File: src/rtl/clock_pkg.sv
// Shared definitions for the 24h clock: time-setting mode encodings and mode stepping.
package clock_pkg;

    typedef enum logic [1:0] {
        MODE_RUN      = 2'd0,
        MODE_SET_HOUR = 2'd1,
        MODE_SET_MIN  = 2'd2
    } mode_t;

    // MODE key cycles RUN -> SET_HOUR -> SET_MIN -> RUN; the unused code recovers to RUN.
    function automatic mode_t next_mode(input mode_t m);
        case (m)
            MODE_RUN:      next_mode = MODE_SET_HOUR;
            MODE_SET_HOUR: next_mode = MODE_SET_MIN;
            default:       next_mode = MODE_RUN;
        endcase
    endfunction

endpackage

File: src/rtl/key_debounce.sv
// Raw key synchroniser and debouncer: level follows the key after DEB_CYCLES stable samples,
// key_rise pulses for one cycle when the debounced level goes high.
module key_debounce #(
    parameter int unsigned DEB_CYCLES = 20
) (
    input  logic clk,
    input  logic rst,
    input  logic key_raw,
    output logic key_lvl,
    output logic key_rise
);

    localparam int unsigned CntW = (DEB_CYCLES < 2) ? 1 : $clog2(DEB_CYCLES + 1);

    logic            sync1_q, sync2_q;
    logic            lvl_q, lvl_d;
    logic            rise_q, rise_d;
    logic [CntW-1:0] cnt_q, cnt_d;

    always_comb begin
        lvl_d  = lvl_q;
        rise_d = 1'b0;
        cnt_d  = '0;
        // Count consecutive samples disagreeing with the current level; any agreement restarts.
        if (sync2_q != lvl_q) begin
            if (32'(cnt_q) + 32'd1 >= DEB_CYCLES) begin
                lvl_d  = sync2_q;
                rise_d = sync2_q;
            end else begin
                cnt_d = cnt_q + CntW'(1);
            end
        end
    end

    always_ff @(posedge clk) begin
        if (rst) begin
            sync1_q <= 1'b0;
            sync2_q <= 1'b0;
            lvl_q   <= 1'b0;
            rise_q  <= 1'b0;
            cnt_q   <= '0;
        end else begin
            sync1_q <= key_raw;
            sync2_q <= sync1_q;
            lvl_q   <= lvl_d;
            rise_q  <= rise_d;
            cnt_q   <= cnt_d;
        end
    end

    assign key_lvl  = lvl_q;
    assign key_rise = rise_q;

endmodule

File: src/rtl/clock_set_ctrl.sv
// Time-setting controller: mode FSM, idle timeout, INC auto-repeat, one-shot hour/minute
// correction flags for the 1 Hz counter domain, and digit blink blanking.
module clock_set_ctrl
    import clock_pkg::*;
#(
    parameter int unsigned DEB_CYCLES   = 20,
    parameter int unsigned REPEAT_DELAY = 2,
    parameter int unsigned TIMEOUT_S    = 10
) (
    input  logic       clk,
    input  logic       rst,
    input  logic       tick_1hz,
    input  logic       key_mode,
    input  logic       key_inc,
    output logic [1:0] mode,
    output logic       hour_correct,
    output logic       min_correct,
    output logic       blank_hour,
    output logic       blank_min
);

    localparam int unsigned IdleW = (TIMEOUT_S < 2) ? 1 : $clog2(TIMEOUT_S + 1);
    localparam int unsigned RepW  = (REPEAT_DELAY < 2) ? 1 : $clog2(REPEAT_DELAY + 1);

    logic mode_lvl, mode_rise;
    logic inc_lvl, inc_rise;

    key_debounce #(.DEB_CYCLES(DEB_CYCLES)) u_deb_mode (
        .clk      (clk),
        .rst      (rst),
        .key_raw  (key_mode),
        .key_lvl  (mode_lvl),
        .key_rise (mode_rise)
    );

    key_debounce #(.DEB_CYCLES(DEB_CYCLES)) u_deb_inc (
        .clk      (clk),
        .rst      (rst),
        .key_raw  (key_inc),
        .key_lvl  (inc_lvl),
        .key_rise (inc_rise)
    );

    mode_t            mode_q, mode_d;
    logic [IdleW-1:0] idle_q, idle_d;
    logic [RepW-1:0]  rep_q, rep_d;
    logic             pend_h_q, pend_h_d;
    logic             pend_m_q, pend_m_d;
    logic             phase_q, phase_d;

    logic in_set, mode_evt, rep_fire, inc_evt, timeout, mode_chg;

    always_comb begin
        in_set   = (mode_q != MODE_RUN);
        mode_evt = mode_rise;
        // The tick that completes the hold delay already produces the first repeat step.
        rep_fire = tick_1hz & inc_lvl & in_set & (32'(rep_q) + 32'd1 >= REPEAT_DELAY);
        inc_evt  = (inc_rise | rep_fire) & ~mode_evt;
        timeout  = in_set & tick_1hz & ~mode_evt & ~inc_evt
                 & (32'(idle_q) + 32'd1 >= TIMEOUT_S);
        mode_chg = mode_evt | timeout;

        mode_d = mode_q;
        if (mode_evt) begin
            mode_d = next_mode(mode_q);
        end else if (timeout) begin
            mode_d = MODE_RUN;
        end

        idle_d = idle_q;
        if (!in_set || mode_chg || inc_evt) begin
            idle_d = '0;
        end else if (tick_1hz) begin
            idle_d = idle_q + IdleW'(1);
        end

        rep_d = rep_q;
        if (!in_set || mode_chg || !inc_lvl) begin
            rep_d = '0;
        end else if (tick_1hz && (32'(rep_q) < REPEAT_DELAY)) begin
            rep_d = rep_q + RepW'(1);
        end

        // A tick consumes the flag; an event in the same cycle re-arms it for the next second.
        pend_h_d = (pend_h_q & ~tick_1hz) | (inc_evt & (mode_q == MODE_SET_HOUR));
        pend_m_d = (pend_m_q & ~tick_1hz) | (inc_evt & (mode_q == MODE_SET_MIN));

        phase_d = phase_q;
        if (mode_chg) begin
            phase_d = 1'b0;
        end else if (tick_1hz) begin
            phase_d = ~phase_q;
        end
    end

    always_ff @(posedge clk) begin
        if (rst) begin
            mode_q   <= MODE_RUN;
            idle_q   <= '0;
            rep_q    <= '0;
            pend_h_q <= 1'b0;
            pend_m_q <= 1'b0;
            phase_q  <= 1'b0;
        end else begin
            mode_q   <= mode_d;
            idle_q   <= idle_d;
            rep_q    <= rep_d;
            pend_h_q <= pend_h_d;
            pend_m_q <= pend_m_d;
            phase_q  <= phase_d;
        end
    end

    assign mode         = mode_q;
    assign hour_correct = pend_h_q;
    assign min_correct  = pend_m_q;
    assign blank_hour   = (mode_q == MODE_SET_HOUR) & phase_q & ~inc_lvl;
    assign blank_min    = (mode_q == MODE_SET_MIN) & phase_q & ~inc_lvl;

endmodule

File: config.mk
export PLATFORM = sky130hd
export DESIGN_NAME = clock_set_ctrl
export DESIGN_NICKNAME = d
export VERILOG_FILES = /design/src/rtl/clock_pkg.sv /design/src/rtl/key_debounce.sv /design/src/rtl/clock_set_ctrl.sv
export SDC_FILE = /design/constraint.sdc
export NUM_CORES = 1
export LEC_CHECK = 0
export ABC_AREA = 1
export ABC_CLOCK_PERIOD_IN_PS = 1200
export BUFFER_PORTS_ARGS = -buffer_cell sky130_fd_sc_hd__buf_2
export CAP_MARGIN = 20
export CORE_MARGIN = 3
export CORE_UTILIZATION = 39
export DETAILED_ROUTE_END_ITERATION = 16
export GPL_ROUTABILITY_DRIVEN = 0
export SLEW_MARGIN = 15
export SYNTH_ARGS = -nofsm -noshare
export SYNTH_HDL_FRONTEND = slang
export SYNTH_SLANG_ARGS = --single-unit
export TNS_END_PERCENT = 5
File: constraint.sdc
create_clock -name clk -period 1.2 [get_ports clk]
set_input_delay 0.18 -clock clk [delete_from_list [all_inputs] [get_ports clk]]
set_output_delay 0.18 -clock clk [all_outputs]
set_load 0.03 [all_outputs]
Yosys cells after proc, flatten, opt, wreduce, memory -nomap -nowiden

Cells that the tools add are included.

Bits in registers: 29
Output and inout bits: 6

$add $sub $neg: 8
Magnitude comparators: 5
Eq/ne operators: 4
Multiplexer cells: 3
Bitwise logic cells: 29
Reduce and logical (&&, ||, !) cells: 18

Operators by type and width:

| kind                  | count |
|---|---|
| $ge A32 B5 Y1 const B | 2 |
| $and A1 B1 Y1         | 16 |
| $add A5 B1 Y6 const B | 2 |
| $reduce_or A3 Y1      | 4 |
| $add A5 B1 Y5 const B | 2 |
| $not A1 Y1            | 9 |
| $reduce_or A2 Y1      | 3 |
| $add A4 B1 Y5 const B | 1 |
| $ge A5 B4 Y1 const B  | 1 |
| $add A4 B1 Y4 const B | 1 |
| $mux W2               | 2 |
| $or A1 B1 Y1          | 4 |
| $pmux W2 S2           | 1 |
| $reduce_and A2 Y1     | 2 |
| $reduce_bool A2 Y1    | 2 |
| $add A2 B1 Y3 const B | 1 |
| $ge A3 B2 Y1 const B  | 1 |
| $logic_or A1 B1 Y1    | 3 |
| $add A2 B1 Y2 const B | 1 |
| $eq A2 B1 Y1 const B  | 1 |
| $eq A2 B2 Y1 const B  | 1 |
| $logic_not A1 Y1      | 2 |
| $logic_not A2 Y1      | 1 |
| $lt A2 B2 Y1 const B  | 1 |
| other kinds (2)       | 3 |

Logic depth before layout (Yosys ltp)

Gate-level depths: netlist of the first run.

Depth after elaboration: 12
Gate-level depth with buffers: 10

Cells and area by module

From an unflattened synthesis of the first run, not the netlist that was laid out.

Cell total of the unflattened synthesis: 185
Area total of the unflattened synthesis: 1418.9 µm²

By module, submodules not included:

| module         | instances | cells each | area an instance (µm²) | sequential area each (µm²) |
|---|---|---|---|---|
| key_debounce   | 2         | 48         | 376.6                  | 180.2 |
| clock_set_ctrl | 1         | 89         | 665.6                  | 220.2 |

Worst setup path before layout of the first run

OpenSTA, ideal clock, no wires.

Path type: reg-to-output
Start point: reg mode_q[0], in the netlist mode[0]
End point: out blank_hour
Arrival: 1463 ps
Required time: 1020 ps
Slack: -443 ps
Cell stages (with the launch flop): 5
Buffers on the path: 0
Path through: dfxtp_1 inv_1 nor2_1 inv_1 nor3_1

Cells in the longest elaborated chain, start to end: 3

RTL lines:

| element                     | line                  | RTL |
|---|---|---|
| start: declaration          | clock_set_ctrl.sv:44  | `mode_t mode_q, mode_d;` |
| start signal: assignment    | clock_set_ctrl.sv:105 | `mode_q <= mode_d;` |
| $eq A2 B1 Y1                | clock_set_ctrl.sv:117 | `assign blank_hour = (mode_q == MODE_SET_HOUR) & phase_q & ~inc_lvl;` |
| $and A1 B1 Y1 (2 in series) | clock_set_ctrl.sv:117 |  |
| end: declaration            | clock_set_ctrl.sv:18  | `output logic blank_hour,` |

Every way passes these cells.

Worst setup path after layout of the first run

Start point: reg idle_q[1]
End point: reg rep_q[0]

Cells in the longest elaborated chain, start to end: 7

RTL lines:

| element                           | line                  | RTL |
|---|---|---|
| start: declaration                | clock_set_ctrl.sv:45  | `logic [IdleW-1:0] idle_q, idle_d;` |
| start signal: assignment          | clock_set_ctrl.sv:106 | `idle_q <= idle_d;` |
| $add A4 B1 Y5                     | clock_set_ctrl.sv:60  | `& (32'(idle_q) + 32'd1 >= TIMEOUT_S);` |
| $ge A5 B4 Y1                      | clock_set_ctrl.sv:60  |  |
| $and A1 B1 Y1                     | clock_set_ctrl.sv:60  |  |
| $or A1 B1 Y1                      | clock_set_ctrl.sv:61  | `mode_chg = mode_evt \| timeout;` |
| $logic_or A1 B1 Y1 (2 in series)  | clock_set_ctrl.sv:78  | `if (!in_set \|\| mode_chg \|\| !inc_lvl) begin` |
| $reduce_or A2 Y1 (no source line) | -                     |  |
| end signal: assignment            | clock_set_ctrl.sv:107 | `rep_q <= rep_d;` |
| end: declaration                  | clock_set_ctrl.sv:46  | `logic [RepW-1:0] rep_q, rep_d;` |

Every way passes these cells.
A chain may end at the register's enable or synchronous reset.

==> flow_metrics.py, run 1 <==
metrics = {
    "critical_path": {
        "criticalPathCategory": "flip-flop to flip-flop",
        "crit_path_start_kind": "flip-flop",
        "arrival_ps": 1610,
        "path_buf_inv": 2,
        "critPathRequiredTime_ps": 1460,
        "critPathLaunch": "idle_q[1]",
        "max_stage_delay_ps": 370,
        "cp_max_fo": 6,
        "slowest_stage": "dfxtp_4",
        "path_cells": "inv_2 > ha_4 > inv_2 > nor2_1 > nand3_1 > nand2_1 > nand2_1 > nand2_2 > nand3_4 > nor3_2",
        "r2r-start": "idle_q[1]",
        "cp-end-kind": "flip-flop",
        "path_delay_family": "simple AND/OR/NAND/NOR gates",
    },
    "layout": {
        "nets": 221,
        "regArea_sq_um": 598.1,
        "post-route-util": 0.5407,
        "num_antenna_cells": 0,
        "layout-drive-gt1-share": 0.4381,
        "syn2layout_area_growth_pct": 30.50,
        "multi_input_area_sq_um": 809.5,
        "n_fill_cell": 345,
    },
    "logic_synthesis": {
        "synth_common_cells": "29 x dfxtp_1, 25 x inv_1, 23 x nand2_1, 23 x nor2_1, 15 x nand3_1",
        "syn_nets": 192,
        "synth-seq-area-share": 0.4103,
        "yosysMostFrequentCell": "dfxtp_1",
        "synthTopCellsByArea": "dfxtp_1 41%, inv_1 6.6%, ha_1 6.2%, nand2_1 6.1%, nor2_1 6.1%",
        "synthesis.area_sq_um": 1415,
        "synthCells": 180,
        "yosys_most_used_dff": "dfxtp_1",
        "ys_ff_latch": 29,
        "synth_cell_types": 27,
        "synth_edf_count": 0,
        "syn_area_per_cell_sq_um": 7.862,
        "async_flop_share": 0,
        "yosysWarnings": 0,
        "yosysTopAreaCell": "dfxtp_1",
        "synth_top_cell_area_share": 0.4103,
    },
    "timing": {
        "min_period_ps": 1354,
        "worst_pin_slew_ps": 284.0,
        "clock.fmax_mhz": 738.8,
        "setup_viol": 24,
        "hold_viol": 0,
        "fin_skew_ps": 4.330,
        "slew_viol_final": 0,
        "fin_setup_tns_ps": -1841,
        "fin_crit_sh": 1.128,
        "rsz0062_at_grt": "yes",
        "relSlewSlack": 0.8093,
        "fin_ws_ps": -153.6,
    },
    "power_and_ir_drop": {
        "vdd.ir_drop.worst_mv": 0.6236,
        "power_density_nw_per_um2": 935.3,
        "p_leak_uw": 0.0007869,
        "power.total_uw": 1727,
        "swShare": 0.2275,
        "seq_power_share": 0.565,
        "intPower_uw": 1334,
        "pwr-share-clk": 0.392,
        "p_switching_uw": 393.0,
        "p_comb_frac": 0.043,
    },
    "clock_tree": {
        "htree_levels": 2,
        "clock_latency_ps": 320,
        "cts_made_buffers": 5,
        "clk_path_buf_depth": 2,
        "cts-hold-fix-buffers": 0,
        "cts_tree": "done",
        "clock-root-buffer": "clkbuf_4",
        "cts.clk_slew.worst_paths_ps": 90,
        "cts_sinks": 29,
    },
    "grt": {
        "grt_pass1_wl_mm": 4.885,
        "grt_usage": 0.1479,
        "grtUsageMet3": 0.06633,
        "overflow": 0,
        "grt_pass1_vias": 1135,
        "met1_usage": 0.1677,
        "grt_max_degree": 13,
        "antenna_found_initial": 0,
        "met2_usage": 0.2441,
        "top_usage_layer": "met2",
    },
    "place": {
        "port_buffers": 10,
        "hpwlAfterDp_mm": 1.910,
    },
    "detailed_routing": {
        "dr.pass1.iters": 4,
        "routedWlPerCell_um": 10.48,
        "drc": 0,
        "viasPerCell": 4.535,
        "vias": 1161,
        "drtIter0Drc": 66,
        "ant_nets": 0,
        "finalWirelength_mm": 2.684,
    },
    "floorplanning": {
        "die_h_um": 66.24,
        "ioPinCount": 11,
        "core.rowCount": 21,
        "initial_utilization": 0.4143,
        "die_w_um": 66.24,
        "core-area_sq_um": 3416,
        "die_area_sq_um": 4387,
    },
    "flow_run": {
        "drv_cap": 0,
    },
    "status": {
        "violations": "setup timing",
        "outcome": "complete, but fails checks",
    },
    "min_path": {
        "worstHoldStart": "key_mode",
        "hp-class": "input port to flip-flop",
    },
}
## final timing paths
path | end | slack [ps] | cells after the start
min | u_deb_mode.sync1_q | 50 | 3
min reg2reg | u_deb_inc.sync2_q | 400 | 2
max | rep_q[0] | -150 | 10
max reg2reg | rep_q[0] | -150 | 10
## metal layers
metal	vias up	part of all wire
li1	613	-
met3	8	0.043
met2	18	0.49
met1	522	0.44
met4	0	0.018
met5	-	0
## repair_timing
item                                    4_1_cts  5_1_grt
endpoints found under the setup margin       26       28
gates resized for setup                      23       17
buffers inserted                              1        0
pin swaps                                     2        3
hold endpoints to repair                      0        0
## sequential cells by signal (all words and copies together) (netlist names)
| register | cells |
|---|---|
| hour_correct | 1 |
| idle_q | 4 |
| min_correct | 1 |
| mode | 2 |
| phase_q | 1 |
| rep_q | 2 |
| u_deb_inc.cnt_q | 5 |
| u_deb_inc.key_lvl | 1 |
| u_deb_inc.key_rise | 1 |
| u_deb_inc.sync1_q | 1 |
| u_deb_inc.sync2_q | 1 |
| u_deb_mode.cnt_q | 5 |
| u_deb_mode.key_lvl | 1 |
| u_deb_mode.key_rise | 1 |
| u_deb_mode.sync1_q | 1 |
| u_deb_mode.sync2_q | 1 |
## kinds of logic after synthesis
kind of cell | Yosys count | share of synthesized area
simple gates | 85 | 0.3130
flops | 29 | 0.4103
compound gates | 14 | 0.05747
xor+xnor | 8 | 0.05482
fa+ha+maj | 7 | 0.06189
buf+inv | 37 | 0.1026
## power by group through the flow
stage,Clock (uW),Combinational [uW],Sequential [uW]
after floorplan,0,49.8,1000
after global placement,0,69.5,1000
after detailed placement,0,71.3,1000
after CTS,702,73.3,980
after global routing,758,84.6,977
final,677,74.3,975
## placed cells by master, fill, tap and decap left out, types with 2 or more instances in the layout
cell,count
nor2_2,5
buf_2,7
xnor2_2,2
o21ai_0,6
ha_4,3
clkbuf_8,2
nand2_2,6
a21oi_1,4
inv_1,21
nor2_1,20
xnor2_1,3
inv_2,12
nand3_1,12
a21oi_2,3
buf_4,12
nand2_4,2
nand3b_1,2
nand3_4,2
nand3_2,2
buf_6,4
clkbuf_4,6
dfxtp_1,19
xor2_2,2
dfxtp_4,2
ha_1,4
nand2_1,22
nand4_1,2
nor3_2,6
dfxtp_2,8
## worst reg2reg max path, cell delays in order (launching register included)
cell     delay (ps)
dfxtp_4         370
inv_2            40
ha_4            260
inv_2            20
nor2_1           70
nand3_1          70
nand2_1          70
nand2_1          50
nand2_2          80
nand3_4         120
nor3_2          130
## per-stage QoR
stage / hold WS (ps) / worst slack [ps] / std cells / area, sq um
global placement: 377.8 / -124.2 / 247 / 1624
detailed placement: 386.6 / -185.2 / 247 / 1624
global route: 25.76 / -282.7 / 256 / 1847
CTS: 39.00 / -199.1 / 256 / 1789
floorplan: 287.0 / -72.58 / 180 / 1430
finish: 52.99 / -153.6 / 256 / 1847
## cell type report
| type | count | area share |
|---|---|---|
| inverter | 35 | 0.07249 |
| clock buffer | 7 | 0.03523 |
| tap | 46 | 0.03117 |
| timing repair buffer | 24 | 0.09621 |
| sequential | 29 | 0.3238 |
| multi-input combinational | 114 | 0.4383 |
| clock inverter | 1 | 0.002710 |
No activity file was read; power rests on OpenSTA's default activity.
==> run 2, diff against run 1 <==
REMOVE_ABC_BUFFERS = 1   (was default)
==> flow_metrics.py, run 2 (same netlist as run 1, synthesis figures left out) <==
metrics = {
    "critical_path": {
        "cp_max_fo": 3,
        "max_stage_delay_ps": 350,
        "criticalPathCategory": "flip-flop to output pin",
        "r2r_slack_ps": -150,
        "r2r_cells": 10,
        "rr_endpoint": "idle_q[0]",
        "cp-end-kind": "output pin",
        "path_cells": "inv_2 > nor2_2 > inv_1 > nor3_2 > buf_4",
        "arrival_ps": 1190,
        "crit_path_start_kind": "flip-flop",
        "slowest_stage": "dfxtp_2",
        "r2r-start": "idle_q[1]",
        "critPathRequiredTime_ps": 1020,
    },
    "timing": {
        "fin_ws_ps": -170.6,
        "timing.hold.ws_ps": 52.25,
        "fin_skew_ps": 1.453,
        "hold_viol": 0,
        "relSlewSlack": 0.8185,
        "fin_crit_sh": 1.142,
        "setup_viol": 24,
        "min_period_ps": 1371,
        "clock.fmax_mhz": 729.6,
        "rsz0062_at_grt": "yes",
        "worst_pin_slew_ps": 272.3,
        "slew_viol_final": 0,
    },
    "status": {
        "violations": "setup timing",
        "outcome": "complete, but fails checks",
    },
    "floorplanning": {
        "die_area_sq_um": 4387,
        "die_h_um": 66.24,
        "die_w_um": 66.24,
        "core-area_sq_um": 3416,
        "ioPinCount": 11,
        "initial_utilization": 0.4143,
        "core.rowCount": 21,
    },
    "layout": {
        "regArea_sq_um": 593.1,
        "layout-drive-gt1-share": 0.4450,
        "num_antenna_cells": 0,
        "n_fill_cell": 323,
        "reg_top3": "u_deb_inc.cnt_q (5), u_deb_mode.cnt_q (5), idle_q (4)",
        "layout_commonest_cell": "buf_4",
        "syn2layout_area_growth_pct": 32.18,
        "final_cell_mix": "24 x buf_4, 22 x inv_1, 21 x nor2_1, 21 x nand2_1, 21 x dfxtp_1",
        "multi_input_area_sq_um": 787.0,
        "nets": 229,
    },
    "grt": {
        "grt_pass1_wl_mm": 4.823,
        "overflow": 0,
        "grt_max_degree": 13,
        "antenna_found_initial": 0,
        "grt_pass1_vias": 1165,
        "grt_usage": 0.1451,
    },
    "clock_tree": {
        "htree_levels": 2,
        "cts_tree": "done",
        "cts_sinks": 29,
        "clock_latency_ps": 320,
        "clk_path_buf_depth": 2,
        "cts_made_buffers": 5,
        "cts.clk_slew.worst_paths_ps": 90,
        "clock-root-buffer": "clkbuf_4",
    },
    "place": {
        "hpwlAfterDp_mm": 1.945,
        "pre_cts_ws_ps": -216.4,
        "port_buffers": 10,
    },
    "detailed_routing": {
        "drtIter0Drc": 69,
        "ant_nets": 0,
        "drc": 0,
        "finalWirelength_mm": 2.758,
        "dr.pass1.iters": 4,
        "routedWlPerCell_um": 10.45,
        "viasPerCell": 4.576,
        "vias": 1208,
    },
    "min_path": {
        "worstHoldStart": "key_mode",
        "holdPathStages": 3,
        "whs_endpoint": "u_deb_mode.sync1_q",
        "hp-class": "input port to flip-flop",
    },
    "power_and_ir_drop": {
        "vdd.ir_drop.worst_mv": 0.5148,
        "p_leak_uw": 0.0008219,
        "power_density_nw_per_um2": 920.2,
    },
    "flow_run": {
        "drv_cap": 0,
    },
}
==> run 2: changes by cell type in the layout (fill, tap and decap cells not counted), moves of 2 or more <==
| cell | previous run | this run |
|---|---|---|
| buf_4 | 12 | 24 |
| buf_6 | 4 | 1 |
| dfxtp_1 | 19 | 21 |
| nand3_2 | 2 | 4 |
==> run 2: area by class of cell <==
cell class | instances | area share
tap | 46 | 0.03077
clock buffer | 7 | 0.03478
inverter | 35 | 0.07157
timing repair buffer | 32 | 0.1224
sequential | 29 | 0.3171
clock inverter | 1 | 0.002676
multi-input combinational | 114 | 0.4207
==> run 2: worst max-delay path by stage <==
stage / startpoint / end / slack, ps / depth (start not counted)
after floorplan: mode[0] / blank_hour / -440 / 4
after global placement: idle_q[1] / idle_q[0] / -140 / 10
after detailed placement: idle_q[1] / idle_q[0] / -220 / 10
after CTS: idle_q[1] / idle_q[0] / -180 / 10
after global routing: idle_q[1] / rep_q[1] / -310 / 10
final: mode[0] / blank_hour / -170 / 5
==> run 2: timing repair <==
item                       in CTS  in global routing
hold buffers                    0                  0
pin swaps                       4                  1
setup endpoints to repair      28                 29
resized for setup              22                 15
buffers inserted                9                  0
==> run 2: critical path, delay by kind of cell (launching register included) <==
family	cells	cell delay, ps
AND/OR/NAND/NOR	2	220
flip-flops	1	350
buffers and inverters	3	300
==> run 2: where the power goes <==
group          internal (uW)  total [uW]  switching [uW]
logic                   26.2        72.4            46.2
clock network            339         671             332
registers                970         978            7.07
total                   1340        1720             386
==> run 2: per-stage QoR <==
step / util / setup TNS (ps) / std cells / cell area, sq um / power, uW
CTS: 0.5326 / -2335 / 264 / 1819 / 1753
detailed placement: 0.4711 / -3019 / 247 / 1609 / 1072
floorplan: - / -1729 / 178 / 1404 / 1039
finish: 0.5476 / -1910 / 264 / 1871 / 1721
global placement: 0.4711 / -1965 / 247 / 1609 / 1069
global route: 0.5476 / -4945 / 264 / 1871 / 1820
==> run 2: metal layers <==
| layer | global-route usage | wire length [um] |
|---|---|---|
| met5 | 0 | 0 |
| met1 | 0.1617 | 1213 |
| met4 | 0.05584 | 48 |
| met3 | 0.05612 | 140 |
| met2 | 0.2466 | 1355 |
==> run 3, diff against run 2 <==
--- a/config.mk
+++ b/config.mk
@@ -7,5 +7,5 @@
 export LEC_CHECK = 0
 export ABC_AREA = 1
-export ABC_CLOCK_PERIOD_IN_PS = 1200
+export ABC_CLOCK_PERIOD_IN_PS = 1400
 export BUFFER_PORTS_ARGS = -buffer_cell sky130_fd_sc_hd__buf_2
 export CAP_MARGIN = 20
==> constraint.sdc (replaced) <==
create_clock -name clk -period 1.4 [get_ports clk]
set_input_delay 0.07 -clock clk [delete_from_list [all_inputs] [get_ports clk]]
set_output_delay 0.07 -clock clk [all_outputs]
set_load 0.03 [all_outputs]
==> flow_metrics.py, run 3 (same netlist as run 1, synthesis figures left out) <==
metrics = {
    "layout": {
        "final_cell_area_sq_um": 1688,
        "post-route-util": 0.4941,
        "nets": 213,
        "syn2layout_area_growth_pct": 19.28,
        "reg_top3": "u_deb_inc.cnt_q (5), u_deb_mode.cnt_q (5), idle_q (4)",
        "layout_commonest_cell": "inv_1",
        "num_antenna_cells": 0,
        "final_cell_mix": "25 x inv_1, 23 x nor2_1, 23 x dfxtp_1",
        "layout-drive-gt1-share": 0.3218,
        "fin_cells": 248,
    },
    "timing": {
        "clock.fmax_mhz": 732.9,
        "hold_viol": 0,
        "timing.hold.ws_ps": 71.16,
        "relSlewSlack": 0.8228,
        "fin_skew_ps": 10.87,
        "min_period_ps": 1364,
        "worst_pin_slew_ps": 263.9,
        "rsz0062_at_grt": "yes",
        "fin_crit_sh": 0.9746,
        "setup_viol": 0,
        "slew_viol_final": 0,
    },
    "place": {
        "dp.cells": 238,
        "port_buffers": 10,
        "dpl_cell_area_sq_um": 1541,
        "hpwlAfterDp_mm": 1.929,
    },
    "critical_path": {
        "crit_path_start_kind": "flip-flop",
        "arrival_ps": 1630,
        "max_stage_delay_ps": 350,
        "r2r_cells": 10,
        "critPathRequiredTime_ps": 1660,
        "r2r-start": "idle_q[1]",
        "r2r_slack_ps": 40,
        "cp_max_fo": 3,
        "rr_endpoint": "mode[0]",
        "cp-end-kind": "flip-flop",
        "path_cells": "inv_1 > ha_1 > inv_1 > nor2_1 > nand3_1 > nand2_1 > nand2_1 > nand2_2 > nand2_1 > a21oi_2",
        "slowest_stage": "dfxtp_2",
        "criticalPathCategory": "flip-flop to flip-flop",
        "cpMostUsedCell": "nand2_1",
    },
    "clock_tree": {
        "htree_levels": 2,
        "cts.clk_slew.worst_paths_ps": 100,
        "clk_path_buf_depth": 2,
        "post-cts-setup-buffer-count": 0,
        "clock-root-buffer": "clkbuf_4",
        "cts_made_buffers": 5,
        "cts_sinks": 29,
        "cts_tree": "done",
        "clock_latency_ps": 320,
    },
    "grt": {
        "overflow": 0,
        "grt_max_degree": 13,
        "grt_usage": 0.1387,
        "grt_pass1_vias": 1165,
        "grt_pass1_wl_mm": 4.664,
        "antenna_found_initial": 0,
    },
    "power_and_ir_drop": {
        "p_comb_frac": 0.040,
        "p_switching_uw": 329.2,
        "intPower_uw": 1147,
        "power_density_nw_per_um2": 874.8,
        "p_leak_uw": 0.0007383,
        "pwr-share-clk": 0.391,
        "vdd.ir_drop.worst_mv": 0.6091,
        "swShare": 0.2229,
        "seq_power_share": 0.569,
    },
    "flow_run": {
        "drv_cap": 0,
    },
    "floorplanning": {
        "initial_utilization": 0.4143,
        "ioPinCount": 11,
        "core-area_sq_um": 3416,
        "die_area_sq_um": 4387,
        "die_w_um": 66.24,
        "die_h_um": 66.24,
        "core.rowCount": 21,
    },
    "detailed_routing": {
        "routedWlPerCell_um": 10.14,
        "finalWirelength_mm": 2.514,
        "dr.pass1.iters": 4,
        "drc": 0,
        "drtIter0Drc": 96,
        "viasPerCell": 4.633,
        "vias": 1149,
        "ant_nets": 0,
    },
    "min_path": {
        "worstHoldStart": "rst",
        "whs_endpoint": "u_deb_mode.key_rise",
        "hp-class": "input port to flip-flop",
        "holdPathStages": 2,
    },
    "status": {
        "outcome": "complete, no violations",
    },
}
[run 3: worst max-delay path by stage]
stage / start / endpoint / slack (ps) / cells after the start
6_report: idle_q[1] / mode[0] / 40 / 10
5_1_grt: idle_q[1] / rep_q[0] / -80 / 10
4_1_cts: idle_q[1] / mode[0] / 20 / 10
3_5_place_dp: idle_q[1] / rep_q[1] / 7 / 10
3_3_place_gp: idle_q[1] / mode[0] / 70 / 10
2_1_floorplan: mode[0] / blank_hour / -130 / 4
[run 3: what timing repair did]
action,in CTS,in global routing
endpoints found under the hold margin,2,0
endpoints found under the setup margin,9,22
hold buffers,2,0
resized for setup,5,11
[run 3: power by group through the flow]
stage          Clock (uW)  Sequential, uW  Combinational (uW)
6_report              577             840                59.6
5_1_grt               655             843                67.9
4_1_cts               610             840                60.4
3_5_place_dp            0             859                55.4
3_3_place_gp            0             858                53.3
2_1_floorplan           0             858                33.0
[run 3: metal layers]
layer,routed length (um),vias to the layer above,GRT usage
met5,0,-,0
met4,40,0,0.05330
met3,116,4,0.05102
met2,1217,22,0.2342
met1,1139,528,0.1573
li1,-,595,-
[run 3: cell type report]
cell class / instances / area, sq um
clock buffer: 7 / 65.06
clock inverter: 1 / 5.005
fill: 335 / 1728
inverter: 35 / 133.9
multi-input combinational: 114 / 735.7
sequential: 29 / 588.1
tap: 46 / 57.56
timing repair buffer: 16 / 102.6
[run 3: critical path, delay by kind of cell, from the launching register on]
kind,cells,cell delay (ps)
DFF,1,350
buffers and inverters,2,80
and+or+nand+nor,6,450
AOI/OAI and AO/OA,1,130
adders and majority gates,1,280
[run 3: metrics by stage]
step | total power (uW) | worst slack (ps) | TNS (ps)
final | 1477 | 35.61 | 0
after floorplan | 891.0 | -132.9 | -132.9
after detailed placement | 914.3 | 7.421 | 0
after CTS | 1510 | 15.09 | 0
after global placement | 911.6 | 70.93 | 0
after global routing | 1566 | -75.69 | -558.1
